`config.mk`:
```
export PLATFORM = sky130hd
export DESIGN_NAME = match_reporter_flat
export DESIGN_NICKNAME = d
export VERILOG_FILES = /design/src/rtl/match_reporter_if.sv /design/src/rtl/match_reporter.sv /design/src/flat_wrapper.sv
export SDC_FILE = /design/constraint.sdc
export NUM_CORES = 1
export LEC_CHECK = 0
export ABC_AREA = 1
export CORE_ASPECT_RATIO = 1.5
export CORE_MARGIN = 2
export CORE_UTILIZATION = 59
export DETAILED_ROUTE_END_ITERATION = 8
export PLACE_DENSITY = 0.9
export SYNTH_ARGS = -nofsm -noshare
export SYNTH_HDL_FRONTEND = slang
export SYNTH_SLANG_ARGS = --single-unit
```
`constraint.sdc`:
```
create_clock -name CLK -period 6 [get_ports CLK]
set_clock_uncertainty 0.15 [all_clocks]
set_input_delay 0.9 -clock CLK [delete_from_list [all_inputs] [get_ports CLK]]
set_output_delay 0.9 -clock CLK [all_outputs]
set_load 0.05 [all_outputs]
```
`src/rtl/match_reporter_if.sv`:
```
// match_reporter_if: byte-wide valid/ready read port between match_reporter and the host.
//   rd_data  : current output byte (driven by master)
//   rd_valid : rd_data is valid (driven by master)
//   rd_ready : host accepts the byte on rd_valid & rd_ready (driven by slave)
interface match_reporter_if;
  logic [7:0] rd_data;
  logic       rd_valid;
  logic       rd_ready;

  modport master (
    output rd_data,
    output rd_valid,
    input  rd_ready
  );

  modport slave (
    input  rd_data,
    input  rd_valid,
    output rd_ready
  );
endinterface

```
`src/rtl/match_reporter.sv`:
```
// match_reporter: captures matching keys into a small FIFO and serializes them, LSB byte first,
// over a valid/ready read port. Also keeps a saturating match counter and a sticky overflow flag.
//   CLK         : clock, rising edge
//   reset       : synchronous, active-high reset
//   Din         : candidate key, captured when good is high
//   good        : match strobe
//   rd          : read port (rd_data / rd_valid out, rd_ready in)
//   pending     : keys waiting in the FIFO (not counting the one being serialized)
//   match_count : saturating count of good cycles
//   overflow    : sticky, set when a key is dropped because the FIFO is full
module match_reporter #(
  parameter int unsigned width      = 63,
  parameter int unsigned depth_log2 = 2
) (
  input  logic                  CLK,
  input  logic                  reset,
  input  logic [width:0]        Din,
  input  logic                  good,
  match_reporter_if.master      rd,
  output logic [depth_log2:0]   pending,
  output logic [15:0]           match_count,
  output logic                  overflow
);

  localparam int unsigned Depth  = 2 ** depth_log2;
  localparam int unsigned NBytes = (width + 1) / 8;
  localparam int unsigned IdxW   = (NBytes > 1) ? $clog2(NBytes) : 1;
  localparam int unsigned CntW   = depth_log2 + 1;

  typedef enum logic [0:0] {StIdle, StSend} state_e;

  state_e                state_q;
  logic [width:0]        mem_q [Depth];
  logic [depth_log2-1:0] wr_ptr_q, rd_ptr_q;
  logic [CntW-1:0]       cnt_q;
  logic [width:0]        shift_q;
  logic [IdxW-1:0]       idx_q;
  logic                  valid_q;
  logic [15:0]           match_cnt_q;
  logic                  ovf_q;

  logic fifo_full, fifo_empty, push, pop, handshake, last_byte;

  always_comb begin
    fifo_full  = (cnt_q == CntW'(Depth));
    fifo_empty = (cnt_q == '0);
    // Full test uses current occupancy only; a same-cycle pop does not make room.
    push       = good & ~fifo_full;
    handshake  = valid_q & rd.rd_ready;
    last_byte  = (idx_q == IdxW'(NBytes - 1));
    // Pop when idle, or when the last byte of the current key is accepted (back-to-back keys).
    pop        = ~fifo_empty & ((state_q == StIdle) | (handshake & last_byte));
  end

  always_ff @(posedge CLK) begin
    if (reset) begin
      state_q     <= StIdle;
      wr_ptr_q    <= '0;
      rd_ptr_q    <= '0;
      cnt_q       <= '0;
      shift_q     <= '0;
      idx_q       <= '0;
      valid_q     <= 1'b0;
      match_cnt_q <= '0;
      ovf_q       <= 1'b0;
    end else begin
      if (push) begin
        mem_q[wr_ptr_q] <= Din;
        wr_ptr_q        <= wr_ptr_q + 1'b1;
      end
      if (pop) begin
        rd_ptr_q <= rd_ptr_q + 1'b1;
      end
      if (push && !pop) begin
        cnt_q <= cnt_q + 1'b1;
      end else if (pop && !push) begin
        cnt_q <= cnt_q - 1'b1;
      end

      if (good) begin
        if (match_cnt_q != 16'hFFFF) begin
          match_cnt_q <= match_cnt_q + 16'd1;
        end
        if (fifo_full) begin
          ovf_q <= 1'b1;
        end
      end

      unique case (state_q)
        StIdle: begin
          if (pop) begin
            shift_q <= mem_q[rd_ptr_q];
            idx_q   <= '0;
            valid_q <= 1'b1;
            state_q <= StSend;
          end
        end
        StSend: begin
          if (handshake) begin
            if (!last_byte) begin
              shift_q <= shift_q >> 8;
              idx_q   <= idx_q + 1'b1;
            end else if (pop) begin
              shift_q <= mem_q[rd_ptr_q];
              idx_q   <= '0;
            end else begin
              valid_q <= 1'b0;
              state_q <= StIdle;
            end
          end
        end
        default: begin
          valid_q <= 1'b0;
          state_q <= StIdle;
        end
      endcase
    end
  end

  assign rd.rd_data   = shift_q[7:0];
  assign rd.rd_valid  = valid_q;
  assign pending      = cnt_q;
  assign match_count  = match_cnt_q;
  assign overflow     = ovf_q;

endmodule

```
`src/flat_wrapper.sv`:
```
// flat-port wrapper written by rule: the top's interface ports become plain ports
module match_reporter_flat 
#(
  parameter int unsigned width      = 63,
  parameter int unsigned depth_log2 = 2
)
  (CLK, reset, Din, good, pending, match_count, overflow, rd_rd_data, rd_rd_valid, rd_rd_ready);
  match_reporter_if rd_i ();
  input  logic CLK;
  input  logic reset;
  input  logic [width:0] Din;
  input  logic good;
  output logic [depth_log2:0] pending;
  output logic [15:0] match_count;
  output logic overflow;
  output wire logic [$bits(rd_i.rd_data)-1:0] rd_rd_data;
  output wire logic [$bits(rd_i.rd_valid)-1:0] rd_rd_valid;
  input wire logic [$bits(rd_i.rd_ready)-1:0] rd_rd_ready;
  assign rd_rd_data = rd_i.rd_data;
  assign rd_rd_valid = rd_i.rd_valid;
  assign rd_i.rd_ready = rd_rd_ready;
  match_reporter #(.width(width), .depth_log2(depth_log2)) u_core (.CLK(CLK), .reset(reset), .Din(Din), .good(good), .rd(rd_i), .pending(pending), .match_count(match_count), .overflow(overflow));
endmodule
```
Yosys cells after proc, flatten, opt, wreduce, memory -nomap -nowiden
Memories as Yosys holds them, arrays and structs flattened. A register that Yosys moved wholly into a read port is not among the register bits. Index checks and enable logic that the tools add are counted. W data, S select, Z words.

Bitwise operators: 8. Equality and inequality tests: 7. $add $sub $neg: 6. Multiplexer cells: 24. Reductions and logical operators: 9.

Operators by type and width (count): $mux W64 (3); $pmux W64 S2 (1); $add A16 B1 Y16 const B (1); $ne A16 B16 Y1 const B (1); $mux W3 (5); $mux W1 (10); $add A3 B1 Y3 const B (2); $eq A3 B3 Y1 const B (2); $ne A2 B2 Y1 const B (3); $pmux W3 S2 (1); $add A2 B1 Y2 const B (2); $and A1 B1 Y1 (4); $mux W2 (2); $pmux W1 S2 (2); $reduce_and A2 Y1 (2); $reduce_and A4 Y1 (1); $logic_not A3 Y1 (1); $not A1 Y1 (3); $sub A3 B1 Y3 const B (1); $logic_and A1 B1 Y1 (2); $logic_not A1 Y1 (2); $ne A2 B1 Y1 const B (1); $reduce_bool A2 Y1 (1); $or A1 B1 Y1 (1).

Output and inout port bits: 29. Flip-flop bits (word level): 93. Input port bits: 68. Memory bits (writable): 256. Word-level logic and storage cells: 64. Memories: 1.

Memory list: u_core.mem_q (words 4, bits a word 64, read ports 1, clocked after Yosys merged registers in 1, write ports 1, RTL line match_reporter.sv:33) `logic [width:0] mem_q [Depth];`.

Longest topological paths before layout
Gate-level depths: netlist of the first run.

Word-level depth: 8. Mapped depth: 13. Gate-level depth less buffers: 12.

Least setup slack after synthesis of the first run
Ideal clock, no wire load.

Path kind: input to register. From: input port reset. To: memory u_core.mem_q[0][0] (netlist name) (enable). Library setup time: 0.486 ns. Buffers on the path: 2. Slack: 1.171 ns. Data required time: 5.364 ns. Stages on the path: 5. Arrival: 4.193 ns. Cell sequence: clkbuf_1 inv_2 clkbuf_1 nand2_1 nor2_1.

Cells in the longest elaborated chain, start to end: 2.

Ends and longest elaborated chain: start: declaration (RTL line flat_wrapper.sv:10) `input logic reset;`; $mux W1 (RTL line match_reporter.sv:56) `if (reset) begin`; $mux W1 (implied by the code) (RTL line match_reporter.sv:68) `mem_q[wr_ptr_q] <= Din;`; end: declaration (RTL line match_reporter.sv:33).

Every way passes these cells.

Final worst setup path of the first run
From: input port good. To: memory u_core.mem_q[0][61] (netlist name) (enable).

Cells in the longest elaborated chain, start to end: 4.

Ends and longest elaborated chain: start: declaration (RTL line flat_wrapper.sv:12) `input logic good;`; $and A1 B1 Y1 (RTL line match_reporter.sv:48) `push = good & ~fifo_full;`; $mux W1 (RTL line match_reporter.sv:67) `if (push) begin`; $mux W1 (RTL line match_reporter.sv:56); $mux W1 (implied by the code) (RTL line match_reporter.sv:68).

Every way passes these cells.

==> results of run 1 <==
cells in the mapped netlist (all sizes together):
cell type	instances	area, sq um
o31ai	1	7.510
a31oi	1	6.260
o22ai	8	50.05
dfxtp	95	1902
nand2	312	1176
fa	1	20.02
nor3	3	37.53
nor4	2	12.51
xor2	3	26.28
nor2	227	874.6
clkbuf	22	82.58
o21ai	198	991.0
buf	59	426.7
ha	8	100.1
a21oi	29	152.7
inv	87	326.6
o21a	1	7.510
xnor2	3	26.28
nand3	58	290.3
edfxtp	256	7687
nand4	3	18.77
cells by family (layout without fill, tap and decap cells):
| family | count (synthesis) | count (layout) | share of synthesized area |
|---|---|---|---|
| DFF | 351 | 351 | 0.6742 |
| buffers and inverters | 168 | 254 | 0.05877 |
| and+or+nand+nor | 605 | 605 | 0.1694 |
| adders and majority gates | 9 | 9 | 0.008446 |
| xor gates and xnor gates | 6 | 6 | 0.003696 |
| AOI/OAI and AO/OA | 238 | 238 | 0.08542 |
cell type report:
cell class / count / area [sq um]
Clock inverter: 13 / 87.58
Timing Repair Buffer: 111 / 1074
Fill cell: 1642 / 7473
Multi-Input combinational cell: 858 / 3830
Inverter: 87 / 326.6
Tap cell: 319 / 399.1
Sequential cell: 351 / 9594
Clock buffer: 43 / 870.8
state kept, by name, summed over array words and instances, names as in the netlist, named ones only:
signal and cells:
u_core.idx_q 3, u_core.pending 3, u_core.rd_ptr_q 2, u_core.rd.rd_valid 1
u_core.state_q 1, u_core.mem_q 256, u_core.match_count 16, u_core.overflow 1
u_core.wr_ptr_q 2, u_core.shift_q 64
report_power, final:
part	leakage, nW	switching [mW]	internal (mW)	total (mW)
clock	0.474	0.826	1.05	1.87
sequential	3.10	0.149	2.86	3.01
combinational	2.49	1.09	0.465	1.56
routing by layer:
| layer | vias to the layer above | share of wire |
|---|---|---|
| met2 | 413 | 0.54 |
| met3 | 87 | 0.063 |
| met1 | 4767 | 0.36 |
| met5 | - | 0 |
| met4 | 0 | 0.042 |
| li1 | 4711 | - |
critical path, cell delays in order:
cell,delay [ps]
clkdlybuf4s50_1,540
o31ai_1,160
inv_1,110
nand2_1,230
nor2_4,950
buf_4,450
worst paths after layout:
check / start / endpoint / slack, ps / cells past startpoint
worst max register to register: u_core.pending[0] / u_core.mem_q[0][61] / 3030 / 5
worst max-delay path: good / u_core.mem_q[0][61] / 2710 / 6
worst min-delay path: u_core.rd_ptr_q[1] / flip-flop / 320 / 2
worst min register to register: u_core.rd_ptr_q[1] / flip-flop / 320 / 2
metrics by stage:
stage                     power [mW]  hold slack (ps)
after floorplan                4.237            283.1
after global placement         4.499            289.3
after detailed placement       4.576            300.1
after CTS                      6.460            311.0
after global routing           6.760            335.9
final                          6.441            316.9
==> metrics, run 1 <==
drt first pass iters=7; count of final setup violators=0; DP Worst Slack=2137 ps; port bufs=96; post-cts hold buffer count=0; antenna cells=0; initial antenna violation count=0; Hold Vio Cnt, Final=0; total negative slack=0 ps; Post-Synthesis Cell Area=14220 sq um; WP data required=6090 ps; Period Utilization, post-route=0.5489; GP Congestion=0.8190; DRC viols=0; setup repair bufs after CTS=0; outcome=complete, no violations; via count=9978; Synth Instances=1377; syn_nets=1454; drt wl/cell=17.33 um; worst min-delay path class=reg2reg; clk_lat worst skew=560 ps; syn avg cell area=10.33 sq um; kind of critical path=in2reg; minimum clock period=3294 ps; sequential fraction of the synthesis area=0.6742; Yosys cell types=31; RSZ-0062 raised after global routing=no; Rows=69; Seq cells post-synth=351; met3 usage=0.02897; Pleak=6.063 nW; GRT met2 Usage=0.4363; H-tree levels=1; post-DP HPWL=18160 um; die width=130.8 um; largest net degree at the start of global routing=109; commonest non-fill, non-tap cell in the layout=nand2_1; Worst Path Arrival=3380 ps; Worst Path Max Fanout=36; cts repair resizes=0; Die Span Y=194.2 um; starting density of the core=0.6012; Placed Cells incl. Taps=1726; VDD IR-drop max=0.2914 mV; CP startpoint kind=input port; CTS root buf=clkbuf_16; YS warnings=0; Final Slew Violations=0; global-route wire length before repair=48800 um; drt initial violations=1128; pwr/cell area=398.0 nW/um^2; GR peak layer=met2; crit end category=flip-flop; clock buffer depth=3; area grow syn2layout=13.78%; I/O pin cnt=97; fmax=303.6 MHz; Via density=5.599; total CTS buffers=30; Non-Filler Instances=1782; Final WS setup=2706 ps; Final #Nets=1516; Post-DP Area=15220 sq um; TritonCTS sink count=351; Global Route Usage Sum=0.2448; CTS tree=done; vias in the first global route=9851; most frequent cells in the layout=309 x nand2_1, 256 x edfxtp_1, 218 x nor2_1, 157 x o21ai_0, 96 x clkdlybuf4s50_1; Max-slew headroom=0.2183; layout cells sized above 1=0.05742; clock-pin slew on the worst setup and hold paths=60 ps; fin util=0.6841; max-cap violation count=0; core region area=23660 sq um; final WL=30880 um; actual slew at the worst max-slew pin=1170 ps; die footprint=25390 sq um; total grt overflow=0; design area=16180 sq um; met1 Track Usage GR=0.2965; post-route ant nets=0
Note: power is estimated with default switching activity, not from simulation.
==> run 2, diff against run 1 <==
--- a/config.mk
+++ b/config.mk
@@ -8,9 +8,9 @@
 export ABC_AREA = 1
 export CORE_ASPECT_RATIO = 1.5
 export CORE_MARGIN = 2
-export CORE_UTILIZATION = 59
+export CORE_UTILIZATION = 53
 export DETAILED_ROUTE_END_ITERATION = 8
-export PLACE_DENSITY = 0.9
+export PLACE_DENSITY = 0.86
 export SYNTH_ARGS = -nofsm -noshare
 export SYNTH_HDL_FRONTEND = slang
 export SYNTH_SLANG_ARGS = --single-unit
==> constraint.sdc (replaced) <==
create_clock -name CLK -period 2.8 [get_ports CLK]
set_clock_uncertainty 0.15 [all_clocks]
set_input_delay 0.42 -clock CLK [delete_from_list [all_inputs] [get_ports CLK]]
set_output_delay 0.42 -clock CLK [all_outputs]
set_load 0.05 [all_outputs]
==> run 2 against run 1 <==
Worst setup slack got worse by 2300 ps. Cell area rose by 2.3%. Count of clock-buffer cells in the layout fell by 4. Critical path depth fell by 5. Register-to-register slack got worse by 2600 ps. Final cell count rose by 1.3%. Sequential power rose by 110%.
==> metrics, run 2 (same netlist as run 1, synthesis figures left out) <==
outcome=complete, no violations; hold_ws=316.4 ps; crit-path cells=clkdlybuf4s50_1; largest net degree at the start of global routing=109; cts repair resizes=0; Post-DP Area=15460 sq um; setup repair bufs after CTS=0; Hold Vio Cnt, Final=0; clock-pin slew on the worst setup and hold paths=70 ps; vias in the first global route=10.04k; die footprint=28190 sq um; total CTS buffers=31; CP startpoint kind=flip-flop; GP Congestion=0.8053; drt wl/cell=17.01 um; WP data required=2230 ps; core region area=26490 sq um; Max-slew headroom=0.4718; layout cells sized above 1=0.06608; max-cap violation count=0; Die Span Y=204.6 um; Period Utilization, post-route=0.8726; RSZ-0062 raised after global routing=no; fmax=409.3 MHz; count of final setup violators=0; Global Route Usage Sum=0.2171; crit end category=primary output; clock buffer depth=3; clk_lat worst skew=560 ps; actual slew at the worst max-slew pin=792.4 ps; Pleak=6.202 nW; post-cts hold buffer count=0; pwr/cell area=870.2 nW/um^2; commonest non-fill, non-tap cell in the layout=nand2_1; DRC viols=0; Worst Path Max Fanout=6; H-tree levels=1; fill cell count=1936; max FFs per register=256; cell family with most CP delay=buffers and inverters; minimum clock period=2443 ps; die width=137.8 um; antenna cells=0; VDD IR-drop max=0.7322 mV; via count=10.01k; final WL=30700 um; worst path bufs/invs=1; total grt overflow=0; CP max stage delay=850 ps; most frequent cells in the layout=309 x nand2_1, 256 x edfxtp_1, 218 x nor2_1, 157 x o21ai_0, 96 x clkdlybuf4s50_1; starting density of the core=0.5369; Via density=5.547; design area=16560 sq um; drt initial violations=764; port bufs=96; slowest CP cell=clkdlybuf4s50_1; drt first pass iters=5; Most flops, register=u_core.mem_q; Final #Nets=1522; kind of critical path=reg2out; global-route wire length before repair=47530 um; initial antenna violation count=0; area grow syn2layout=16.41%; Worst Path Arrival=1870 ps; Rows=73; I/O pin cnt=97; CTS tree=done; CTS root buf=clkbuf_16; post-DP HPWL=17850 um; worst min-delay path class=reg2reg; TritonCTS sink count=351; post-route ant nets=0; Final Slew Violations=0; total negative slack=0 ps
-- run 2: cell count changes in the layout (fill, tap and decap cells not counted), sizes merged --
cell / before / now
clkinv: 11 / 8
clkbuf: 43 / 39
bufinv: 1 / 6
buf: 15 / 20
inv: 87 / 89
-- run 2: layer usage --
| metal | global-route usage | up-vias | share of wire |
|---|---|---|---|
| met5 | 0 | - | 0 |
| met4 | 0.1214 | 0 | 0.039 |
| met3 | 0.03168 | 88 | 0.058 |
| met2 | 0.3980 | 384 | 0.53 |
| met1 | 0.2358 | 4802 | 0.37 |
| li1 | - | 4739 | - |
-- run 2: final timing paths --
| check | startpoint | endpoint | slack, ps | depth (start not counted) |
|---|---|---|---|---|
| setup / recovery | u_core.match_count[11] | match_count[11] | 360 | 1 |
| hold reg to reg | u_core.rd_ptr_q[1] | flip-flop | 320 | 2 |
| setup reg to reg | u_core.pending[2] | u_core.pending[1] | 450 | 8 |
| hold / removal | u_core.rd_ptr_q[1] | flip-flop | 320 | 2 |
-- run 2: stage by stage --
step	util	instances	setup slack, ps	total power, mW
final	0.6250	1805	356.6	14.41
after CTS	0.6250	1805	366.8	14.45
after floorplan	-	1377	57.07	9.080
after global placement	0.5836	1749	275.0	9.776
after detailed placement	0.5836	1749	293.3	9.932
after global routing	0.6250	1805	227.2	15.07
-- run 2: final cells by class --
cell class | count | area (sq um) | share of cell area
Sequential cell | 351 | 9594 | 0.5795
Multi-Input combinational cell | 858 | 3830 | 0.2313
Timing Repair Buffer | 116 | 1286 | 0.07769
Clock buffer | 39 | 847.1 | 0.05116
Tap cell | 337 | 421.7 | 0.02547
Inverter | 87 | 326.6 | 0.01972
Clock inverter | 17 | 250.2 | 0.01511
-- run 2: where the power goes --
group          leakage [nW]  internal [mW]  switching [mW]
Clock                 0.540           2.70            1.84
Combinational          2.56           1.12            2.32
Sequential             3.10           6.13           0.299
==> run 3, diff against run 2 <==
--- a/config.mk
+++ b/config.mk
@@ -8,9 +8,9 @@
 export ABC_AREA = 1
 export CORE_ASPECT_RATIO = 1.5
 export CORE_MARGIN = 2
-export CORE_UTILIZATION = 53
+export CORE_UTILIZATION = 60
 export DETAILED_ROUTE_END_ITERATION = 8
-export PLACE_DENSITY = 0.86
+export PLACE_DENSITY = 0.91
 export SYNTH_ARGS = -nofsm -noshare
 export SYNTH_HDL_FRONTEND = slang
 export SYNTH_SLANG_ARGS = --single-unit
==> constraint.sdc (replaced) <==
create_clock -name CLK -period 2.9 [get_ports CLK]
set_clock_uncertainty 0.15 [all_clocks]
set_input_delay 0.435 -clock CLK [delete_from_list [all_inputs] [get_ports CLK]]
set_output_delay 0.435 -clock CLK [all_outputs]
set_load 0.05 [all_outputs]
==> run 3 against run 2 <==
Worst hold slack worse by 3.8 ps. Count of clock-buffer cells in the layout unchanged. First-iteration DRC count rose by 70%. Utilization rose by 7.8 points. Via count increased by 3.5%. Critical path depth stayed put. Sequential power down 3%. Combinational power barely moved. Routed wire length increased by 4.9%. Global-route usage is 3.9 points higher. Largest power group unchanged. Total power is 3.3% lower. Register-to-register slack better by 70 ps.
==> metrics, run 3 (same netlist as run 1, synthesis figures left out) <==
worst path bufs/invs=1; Worst R2R Setup Slack=520 ps; Period Utilization, post-route=0.8788; Worst Path Max Fanout=7; Net Sw Frac=0.3201; Final #Nets=1521; pwr/cell area=843.9 nW/um^2; commonest non-fill, non-tap cell in the layout=nand2_1; slowest CP cell=clkdlybuf4s50_1; area grow syn2layout=16.13%; via count=10.37k; DP Worst Slack=310.3 ps; Flop pwr share=0.447; Final Slew Violations=0; port bufs=96; Worst Path Arrival=1960 ps; hold_ws=312.6 ps; CTS root buf=clkbuf_16; Multi-input gate area=3830 sq um; global-route wire length before repair=49940 um; H-tree levels=1; total CTS buffers=31; total grt overflow=0; Max-slew headroom=0.4808; cts repair resizes=0; VDD IR-drop max=0.5353 mV; CP max stage delay=900 ps; vias in the first global route=10.08k; die footprint=24980 sq um; TritonCTS sink count=351; die width=129.7 um; setup repair bufs after CTS=0; Hold Vio Cnt, Final=0; Gate power share=0.246; Global Route Usage Sum=0.2557; CP startpoint kind=flip-flop; actual slew at the worst max-slew pin=778.8 ps; DRC viols=0; drt initial violations=1295; max FFs per register=256; cell family with most CP delay=buffers and inverters; outcome=complete, no violations; initial antenna violation count=0; most frequent cells in the layout=309 x nand2_1, 256 x edfxtp_1, 218 x nor2_1, 157 x o21ai_0, 96 x clkdlybuf4s50_1; antenna cells=0; Via density=5.801; kind of critical path=reg2out; crit end category=primary output; fill cell count=1489; drt wl/cell=18.02 um; drt first pass iters=6; max-cap violation count=0; crit-path cells=clkdlybuf4s50_1; Final WS setup=351.6 ps; Clock Power Share=0.307; WP data required=2320 ps; FF/Latch Area=9594 sq um; I/O pin cnt=97; P_sw=4.462 mW; starting density of the core=0.6057; minimum clock period=2548 ps; post-cts hold buffer count=0; post-route ant nets=0; Most flops, register=u_core.mem_q; Die Span Y=192.6 um; post-DP HPWL=17890 um; CTS tree=done; worst min-delay path class=reg2reg; RSZ-0062 raised after global routing=no; internal power=9.476 mW; layout cells sized above 1=0.06471; final WL=32200 um; core region area=23480 sq um; clk_lat worst skew=570 ps; clock buffer depth=3; largest net degree at the start of global routing=109; GP Congestion=0.8430; count of final setup violators=0; clock-pin slew on the worst setup and hold paths=70 ps; Rows=69; Pleak=6.177 nW; fmax=392.4 MHz
## run 3: changes by cell type in the layout (fill, tap and decap cells not counted), moves of 2 or more
cell | previous run | this run
clkbuf_8 | 2 | 5
bufinv_16 | 6 | 4
clkinv_2 | 6 | 4
dfxtp_1 | 91 | 93
dfxtp_2 | 4 | 1
clkinvlp_4 | 1 | 4
clkbuf_1 | 5 | 3
buf_4 | 6 | 4
clkinv_1 | 0 | 2
## run 3: path summary, 6_finish.rpt
kind                                         start                end  cells after the start
worst min-delay path            u_core.rd_ptr_q[1]          flip-flop                      2
worst max register to register     u_core.idx_q[0]  u_core.pending[2]                     12
worst max-delay path             u_core.pending[0]         pending[0]                      1
worst min register to register  u_core.rd_ptr_q[1]          flip-flop                      2
## run 3: through the flow
stage / cell area, sq um / std cells / power [mW] / TNS (ps) / util
5_1_grt: 16520 / 1787 / 14.53 / 0 / 0.7034
3_3_place_gp: 15440 / 1730 / 9.431 / 0 / 0.6576
3_5_place_dp: 15440 / 1730 / 9.615 / 0 / 0.6576
6_report: 16520 / 1787 / 13.94 / 0 / 0.7034
4_1_cts: 16520 / 1787 / 13.92 / 0 / 0.7034
2_1_floorplan: 14230 / 1377 / 8.761 / -157030 / -
## run 3: per-layer routing
layer | vias to the layer above | wire length [um] | global-route usage
li1 | 4736 | - | -
met1 | 4943 | 11520 | 0.2974
met2 | 567 | 16900 | 0.4591
met3 | 120 | 2313 | 0.03382
met4 | 0 | 1470 | 0.1286
met5 | - | 0 | 0
## run 3: area by class of cell
cell class	instances	area share
Sequential cell	351	0.5809
Multi-Input combinational cell	858	0.2319
Timing Repair Buffer	115	0.07818
Clock buffer	39	0.05181
Tap cell	319	0.02416
Inverter	87	0.01977
Clock inverter	18	0.01333
## run 3: power by group through the flow
stage	registers [mW]	logic [mW]	clock network, mW
2_1_floorplan	6.32	2.44	0
3_3_place_gp	6.28	3.15	0
3_5_place_dp	6.31	3.30	0
4_1_cts	6.22	3.40	4.30
5_1_grt	6.27	3.77	4.49
6_report	6.23	3.43	4.28
